[config.mk]
export PLATFORM = sky130hd
export DESIGN_NAME = mips_rtype_sequencer
export DESIGN_NICKNAME = d
export VERILOG_FILES = /design/src/rtl/mips_pkg.sv /design/src/rtl/mips_instr_decode.sv /design/src/rtl/mips_rtype_sequencer.sv
export SDC_FILE = /design/constraint.sdc
export NUM_CORES = 1
export LEC_CHECK = 0
export ABC_AREA = 1
export CORE_MARGIN = 5
export CORE_UTILIZATION = 42
export DETAILED_ROUTE_END_ITERATION = 12
export PLACE_DENSITY_LB_ADDON = 0.1
export RECOVER_POWER = 100
export SLEW_MARGIN = 30
export SYNTH_ARGS = -nofsm -noshare
export SYNTH_HDL_FRONTEND = slang
export SYNTH_SLANG_ARGS = --single-unit
[constraint.sdc]
create_clock -name clk -period 1.8 [get_ports clk]
set_input_delay 0.27 -clock clk [delete_from_list [all_inputs] [get_ports clk]]
set_output_delay 0.27 -clock clk [all_outputs]
set_load 0.1 [all_outputs]
[src/rtl/mips_pkg.sv]
// Shared definitions for the MIPS R-type sequencer and datapath:
// sequencer state encoding, instruction field positions, default R-type
// opcode and the funct codes understood by the ALU.
package mips_pkg;

  typedef enum logic [2:0] {
    ST_IDLE      = 3'd0,
    ST_DECODE    = 3'd1,
    ST_EXECUTE   = 3'd2,
    ST_WRITEBACK = 3'd3,
    ST_RESPOND   = 3'd4
  } seq_state_e;

  // Instruction field positions
  localparam int OPCODE_MSB = 31;
  localparam int OPCODE_LSB = 26;
  localparam int RS_MSB     = 25;
  localparam int RS_LSB     = 21;
  localparam int RT_MSB     = 20;
  localparam int RT_LSB     = 16;
  localparam int RD_MSB     = 15;
  localparam int RD_LSB     = 11;
  localparam int SHAMT_MSB  = 10;
  localparam int SHAMT_LSB  = 6;
  localparam int FUNCT_MSB  = 5;
  localparam int FUNCT_LSB  = 0;

  localparam logic [5:0] OPCODE_RTYPE_DEFAULT = 6'b000000;

  // Funct codes shared with the ALU
  localparam logic [5:0] FUNCT_ADD = 6'h20;
  localparam logic [5:0] FUNCT_SUB = 6'h22;
  localparam logic [5:0] FUNCT_AND = 6'h24;
  localparam logic [5:0] FUNCT_OR  = 6'h25;

endpackage

[src/rtl/mips_instr_decode.sv]
// Combinational field split of a 32-bit MIPS instruction word.
module mips_instr_decode
  import mips_pkg::*;
(
  input  logic [31:0] i_instr,
  output logic [5:0]  o_opcode,
  output logic [4:0]  o_rs,
  output logic [4:0]  o_rt,
  output logic [4:0]  o_rd,
  output logic [4:0]  o_shamt,
  output logic [5:0]  o_funct
);

  assign o_opcode = i_instr[OPCODE_MSB:OPCODE_LSB];
  assign o_rs     = i_instr[RS_MSB:RS_LSB];
  assign o_rt     = i_instr[RT_MSB:RT_LSB];
  assign o_rd     = i_instr[RD_MSB:RD_LSB];
  assign o_shamt  = i_instr[SHAMT_MSB:SHAMT_LSB];
  assign o_funct  = i_instr[FUNCT_MSB:FUNCT_LSB];

endmodule

[src/rtl/mips_rtype_sequencer.sv]
// Multi-cycle R-type sequencer: IDLE -> DECODE -> EXECUTE -> WRITEBACK ->
// RESPOND, one instruction at a time. Register-file read, ALU execute and
// writeback each get their own cycle; the result is returned over a
// valid/ready handshake.
// Optional: define MIPS_SEQ_STATS_EN to add the retired_count port/counter.
module mips_rtype_sequencer
  import mips_pkg::*;
#(
  parameter logic [5:0] OPCODE_RTYPE = OPCODE_RTYPE_DEFAULT
) (
  input  logic        clk,
  input  logic        rst_n,
  input  logic        instr_valid,
  input  logic [31:0] instr,
  output logic        instr_ready,
  output logic [4:0]  rf_read_reg_1,
  output logic [4:0]  rf_read_reg_2,
  input  logic [31:0] rf_read_data_1,
  input  logic [31:0] rf_read_data_2,
  output logic [4:0]  rf_write_reg,
  output logic [31:0] rf_write_data,
  output logic        rf_write_en,
  output logic [5:0]  alu_opcode,
  output logic [5:0]  alu_funct,
  output logic [4:0]  alu_shamt,
  output logic [31:0] alu_inp1,
  output logic [31:0] alu_inp2,
  input  logic [31:0] alu_out,
  output logic [31:0] result,
  output logic        result_valid,
  input  logic        result_ready,
  output logic        busy
`ifdef MIPS_SEQ_STATS_EN
  ,
  output logic [31:0] retired_count
`endif
);

  seq_state_e  r_state, w_next;
  logic [31:0] r_ir, r_op1, r_op2, r_result;
  logic [5:0]  w_opcode, w_funct;
  logic [4:0]  w_rs, w_rt, w_rd, w_shamt;

  mips_instr_decode u_dec (
    .i_instr  (r_ir),
    .o_opcode (w_opcode),
    .o_rs     (w_rs),
    .o_rt     (w_rt),
    .o_rd     (w_rd),
    .o_shamt  (w_shamt),
    .o_funct  (w_funct)
  );

  // Address/operand outputs follow the latched registers so they stay
  // stable outside the state that uses them.
  assign rf_read_reg_1 = w_rs;
  assign rf_read_reg_2 = w_rt;
  assign rf_write_reg  = w_rd;
  assign rf_write_data = r_result;
  assign alu_opcode    = w_opcode;
  assign alu_funct     = w_funct;
  assign alu_shamt     = w_shamt;
  assign alu_inp1      = r_op1;
  assign alu_inp2      = r_op2;
  assign result        = r_result;

  // State register; reset aborts any in-flight instruction
  always_ff @(posedge clk or negedge rst_n) begin
    if (!rst_n) r_state <= ST_IDLE;
    else        r_state <= w_next;
  end

  // Next state and state-decoded outputs. The write strobe is a pure
  // function of state, so an asynchronous reset kills it immediately.
  always_comb begin
    w_next       = r_state;
    instr_ready  = 1'b0;
    busy         = 1'b1;
    result_valid = 1'b0;
    rf_write_en  = 1'b0;
    case (r_state)
      ST_IDLE: begin
        instr_ready = 1'b1;
        busy        = 1'b0;
        if (instr_valid) w_next = ST_DECODE;
      end
      ST_DECODE:    w_next = ST_EXECUTE;
      ST_EXECUTE:   w_next = ST_WRITEBACK;
      ST_WRITEBACK: begin
        // Writes to $zero and from non-R-type opcodes are suppressed
        rf_write_en = (w_opcode == OPCODE_RTYPE) && (w_rd != 5'd0);
        w_next      = ST_RESPOND;
      end
      ST_RESPOND: begin
        result_valid = 1'b1;
        if (result_ready) w_next = ST_IDLE;
      end
      default: w_next = ST_IDLE;
    endcase
  end

  // Datapath capture: instruction on accept, operands in DECODE,
  // ALU result in EXECUTE (held through WRITEBACK and RESPOND)
  always_ff @(posedge clk or negedge rst_n) begin
    if (!rst_n) begin
      r_ir     <= '0;
      r_op1    <= '0;
      r_op2    <= '0;
      r_result <= '0;
    end else begin
      case (r_state)
        ST_IDLE:    if (instr_valid) r_ir <= instr;
        ST_DECODE: begin
          r_op1 <= rf_read_data_1;
          r_op2 <= rf_read_data_2;
        end
        ST_EXECUTE: r_result <= alu_out;
        default: ;
      endcase
    end
  end

`ifdef MIPS_SEQ_STATS_EN
  logic [31:0] r_retired;

  // Count retirements on RESPOND -> IDLE; wraps naturally at 2^32
  always_ff @(posedge clk or negedge rst_n) begin
    if (!rst_n)                                    r_retired <= '0;
    else if (r_state == ST_RESPOND && result_ready) r_retired <= r_retired + 32'd1;
  end

  assign retired_count = r_retired;
`else
  // Statistics counter not built
`endif

endmodule

## Yosys cells after proc, flatten, opt, wreduce, memory -nomap -nowiden

Cells that the tools add are included.

- Logic and storage cells: 24
- Input port bits: 132
- Output and inout port bits: 164
- Flip-flop bits (word level): 131

- Equal/unequal tests: 6
- Muxes and demuxes: 7
- Reduce and logical (&&, ||, !) cells: 6

Operators with widths:

| cell | count |
|---|---|
| $pmux W3 S5 | 1 |
| $eq A3 B2 Y1 const B | 2 |
| $logic_not A6 Y1 | 1 |
| $mux W3 | 2 |
| $reduce_bool A5 Y1 | 1 |
| $mux W1 | 4 |
| $ne A2 B2 Y1 const B | 2 |
| $reduce_and A2 Y1 | 2 |
| $eq A3 B1 Y1 const B | 1 |
| $eq A3 B3 Y1 const B | 1 |
| $logic_not A3 Y1 | 1 |
| $logic_and A1 B1 Y1 | 1 |

## Depth between registers and ports, before layout

- Depth after elaboration: 3
- Gate-level depth with buffers: 6
- Mapped depth without buffers: 4

## Cells and area by module

From an unflattened synthesis, not the netlist that was laid out.

- Cell total of the unflattened synthesis: 637
- Area, all modules: 5649.2 µm²

By module, submodules not included:

| module | area each (µm²) | times used | cells each |
|---|---|---|---|
| mips_rtype_sequencer | 5408.9 | 1 | 605 |
| mips_instr_decode | 240.2 | 1 | 32 |

## Worst setup path before layout

No wires, ideal clock.

- Kind: register to output
- Start point: register r_state[0]
- End point: output port busy
- Data arrival time: 2.899 ns
- Path slack: -1.369 ns
- Cell stages (with the launch flop): 5
- Data required time: 1.530 ns
- Path buffers: 0
- Cells stage by stage: dfrtp_1 -> nor2_4 -> inv_1 -> nor2_1 -> inv_1

- Longest elaborated chain between the ends: 2

Ends and longest elaborated chain:

| element | RTL line | source |
|---|---|---|
| start: declaration | mips_rtype_sequencer.sv:39 | `seq_state_e r_state, w_next;` |
| start signal: assignment | mips_rtype_sequencer.sv:70 | `else r_state <= w_next;` |
| $logic_not A3 Y1 | mips_rtype_sequencer.sv:81 | `case (r_state)` |
| $mux W1 | mips_rtype_sequencer.sv:81 |  |
| end: declaration | mips_rtype_sequencer.sv:32 | `output logic busy` |

Every way passes these cells.

## Final worst setup path

- Start point: register r_state[2]
- End point: output port result_valid

- Longest elaborated chain between the ends: 2

Ends and longest elaborated chain:

| element | RTL line | source |
|---|---|---|
| $eq A3 B3 Y1 | mips_rtype_sequencer.sv:81 |  |
| $mux W1 | mips_rtype_sequencer.sv:81 |  |
| end: declaration | mips_rtype_sequencer.sv:30 | `output logic result_valid,` |

Every way passes these cells.

==> metrics.txt <==
status complete, no violations; Slew headroom 49.66%; Compound-Gate Fraction of Synth Area 8.977%; Cells after Synth 605; antenna cell count 0; num rows 41; initial antenna violation count 1; Startpoint Class flip-flop; routing usage on met1 23.50%; drt total wl 16260 um; Global Route Usage Sum 21.07%; root buffer cell clkbuf_16; R2R depth 6; post-synthesis simple-gate area fraction 16.24%; Worst Path Arrival 1.42 ns; Post-Syn Area 0.005408 mm^2; Hold Path Cell Cnt 3; port buffer count 295; CP Data Required Time 1.53 ns; Num CTS Buffers 17; Synth Area in Adders 0%; CTS Sinks 131; Clock Latency Late Sink 0.41 ns; Worst-path clk slew 0.06 ns; reg-to-reg setup timing slack 0.17 ns; TNS Setup 0 ns; H-tree Lvls 4; post-DP HPWL 12400 um; hold path start instr[18]; NumNets Final 1004; synthesized flop and latch total 131; Congestion Overflow GR 0; post-synthesis xor/xnor area fraction 0%; layout cells sized above 1 25.42%; RSZ-0062 raised after global routing false; number of remaining DRC errors 0; CTS tree built; vias 4806; worst-path cell chain inv_1 > nor3_4 > buf_6; Min-Delay Path Class input port to flip-flop; Net Count, Synth 737; Die H 123.5 um; Core ar. 0.01262 mm^2; I/O pin count 296; f_max 0.5932 GHz; Hold Vio Cnt, Final 0; critical path peak fanout 5; grt peak-use layer met2; largest stage delay on the critical path 0.44 ns; Critical-path top delay cell dfrtp_1; worst r2r src r_state[2]; Max Slew Vio Count 0; largest family of logic cells by synthesized area simple AND/OR/NAND/NOR gates; Synth top area share 60.62%; syn avg cell area 8.938 um^2; post-layout minimum cycle time 1.686 ns; global-route wire length before repair 24500 um; Via density 4.547; worst hold path endpoint r_ir[18]; largest net degree at the start of global routing 65; Synth Warn # 0; period utilization 93.66%; vias in the first global route 4778; Fillers 1114; Final ANT Viol Nets 0; worst clock skew 0.007952 ns; post-synth cell types 16; Final setup violation count 0; GR Layer Usage met3 8.097%; critical path endpoint category output port; sequential cell area 0.003293 mm^2; area delta synth->final 51.62%; Initial Util 42.85%; fin util 64.97%; global-route met2 utilization 36.53%; measured slew at the worst slew-check pin 0.7552 ns; mux cell area share after synthesis 0%; Multi-input gate area 0.001380 mm^2; Max Cap Violations 0; Wirelength per Cell 15.39 um; Die Area 0.01524 mm^2; Seq/Total Area, Yosys 60.62%; GP Congestion 0.7959; Die Width 123.5 um; top cells by area, synth dfrtp_1 (61%), nand2_1 (11%), inv_1 (6.9%), o21ai_0 (6.0%), buf_4 (4.9%); area leader, netlist dfrtp_1; kind of critical path flip-flop to output port; initial drt markers 303; Initial DRT Pass Iterations 6; Max clock buf depth 2; FF-to-FF End result[27]
## cells in the mapped netlist, drive strengths merged
library cell / instances
nor3: 1
nand3b: 2
o21ai: 97
nor2: 12
nand2: 165
nand3: 34
inv: 100
dfrtp: 131
clkbuf: 5
buf: 57
nand4: 1
## cell families after synthesis
| kind of cell | after synthesis |
|---|---|
| compound gates | 97 |
| buf+inv | 162 |
| flops | 131 |
| simple gates | 215 |
## registers in the layout (all words and copies together), names as in the netlist
| name | cells |
|---|---|
| alu_inp2 | 32 |
| r_state | 3 |
| result | 32 |
| alu_inp1 | 32 |
| r_ir | 32 |
## worst max path at each step
stage | slack (ns) | to | depth (start not counted) | start
floorplan | -0.29 | busy | 4 | r_state[0]
global placement | 0.29 | r_ir[16] | 5 | instr_valid
detailed placement | 0.22 | r_ir[19] | 5 | instr_valid
CTS | 0.05 | rf_write_en | 5 | r_state[1]
global route | 0.02 | r_ir[29] | 3 | rst_n
finish | 0.11 | result_valid | 3 | r_state[2]
## final cells by class
| cell class | count | area share, % |
|---|---|---|
| sequential | 131 | 40.16 |
| clock buffer | 18 | 5.234 |
| clock inverter | 14 | 2.716 |
| inverter | 100 | 4.578 |
| multi-input combinational | 312 | 16.83 |
| timing repair buffer | 310 | 27.85 |
| tap | 172 | 2.625 |
## timing repair
item	4_1_cts	5_1_grt
pin swaps	1	1
resized for setup	1	0
hold buffers	1	0
endpoints found under the setup margin	3	1
endpoints found under the hold margin	131	0
setup buffers	2	1
## placed cells by master (no fill, tap or decap)
master,netlist,layout
clkbuf_1,5,2
clkbuf_2,0,162
o21ai_0,65,92
clkinvlp_4,0,2
bufinv_16,0,5
inv_1,100,100
buf_6,0,4
clkbuf_4,0,4
nand2_1,165,165
nor2_1,11,9
nor3_4,0,1
clkbuf_16,0,17
buf_12,0,2
nand4_1,1,1
dlygate4sd3_1,0,1
clkdlybuf4s50_1,0,130
nand3b_1,2,2
buf_2,21,1
dfrtp_2,0,12
o21ai_1,32,5
nor2_4,1,3
dfrtp_1,131,119
nand3_1,32,34
buf_4,35,5
clkinv_2,0,1
inv_6,0,6
## per-stage QoR
step	area, um^2	hold WS [ns]	cells	setup slack (ns)
2_1_floorplan	5448	-0.02559	605	-0.2936
3_3_place_gp	8319	0.1022	1021	0.2890
3_5_place_dp	8319	0.1016	1021	0.2168
4_1_cts	8997	0.2419	1056	0.04867
5_1_grt	8199	0.3994	1057	0.02036
6_report	8199	0.4059	1057	0.1142
## critical path, delay by kind of cell (launching register included)
family        cells  cell delay (ns)
flops             1             0.44
buf+inv           2             0.37
simple gates      1             0.20
## layer usage
layer | vias up | share of wire [%]
met5 | - | 0.12
met4 | 2 | 1.8
met3 | 25 | 9.8
met2 | 211 | 51
met1 | 2217 | 38
li1 | 2351 | -
Power is left out: the tool's default activity adds up to more than one toggle a clock period on the data nets, which glitch-free logic cannot reach.
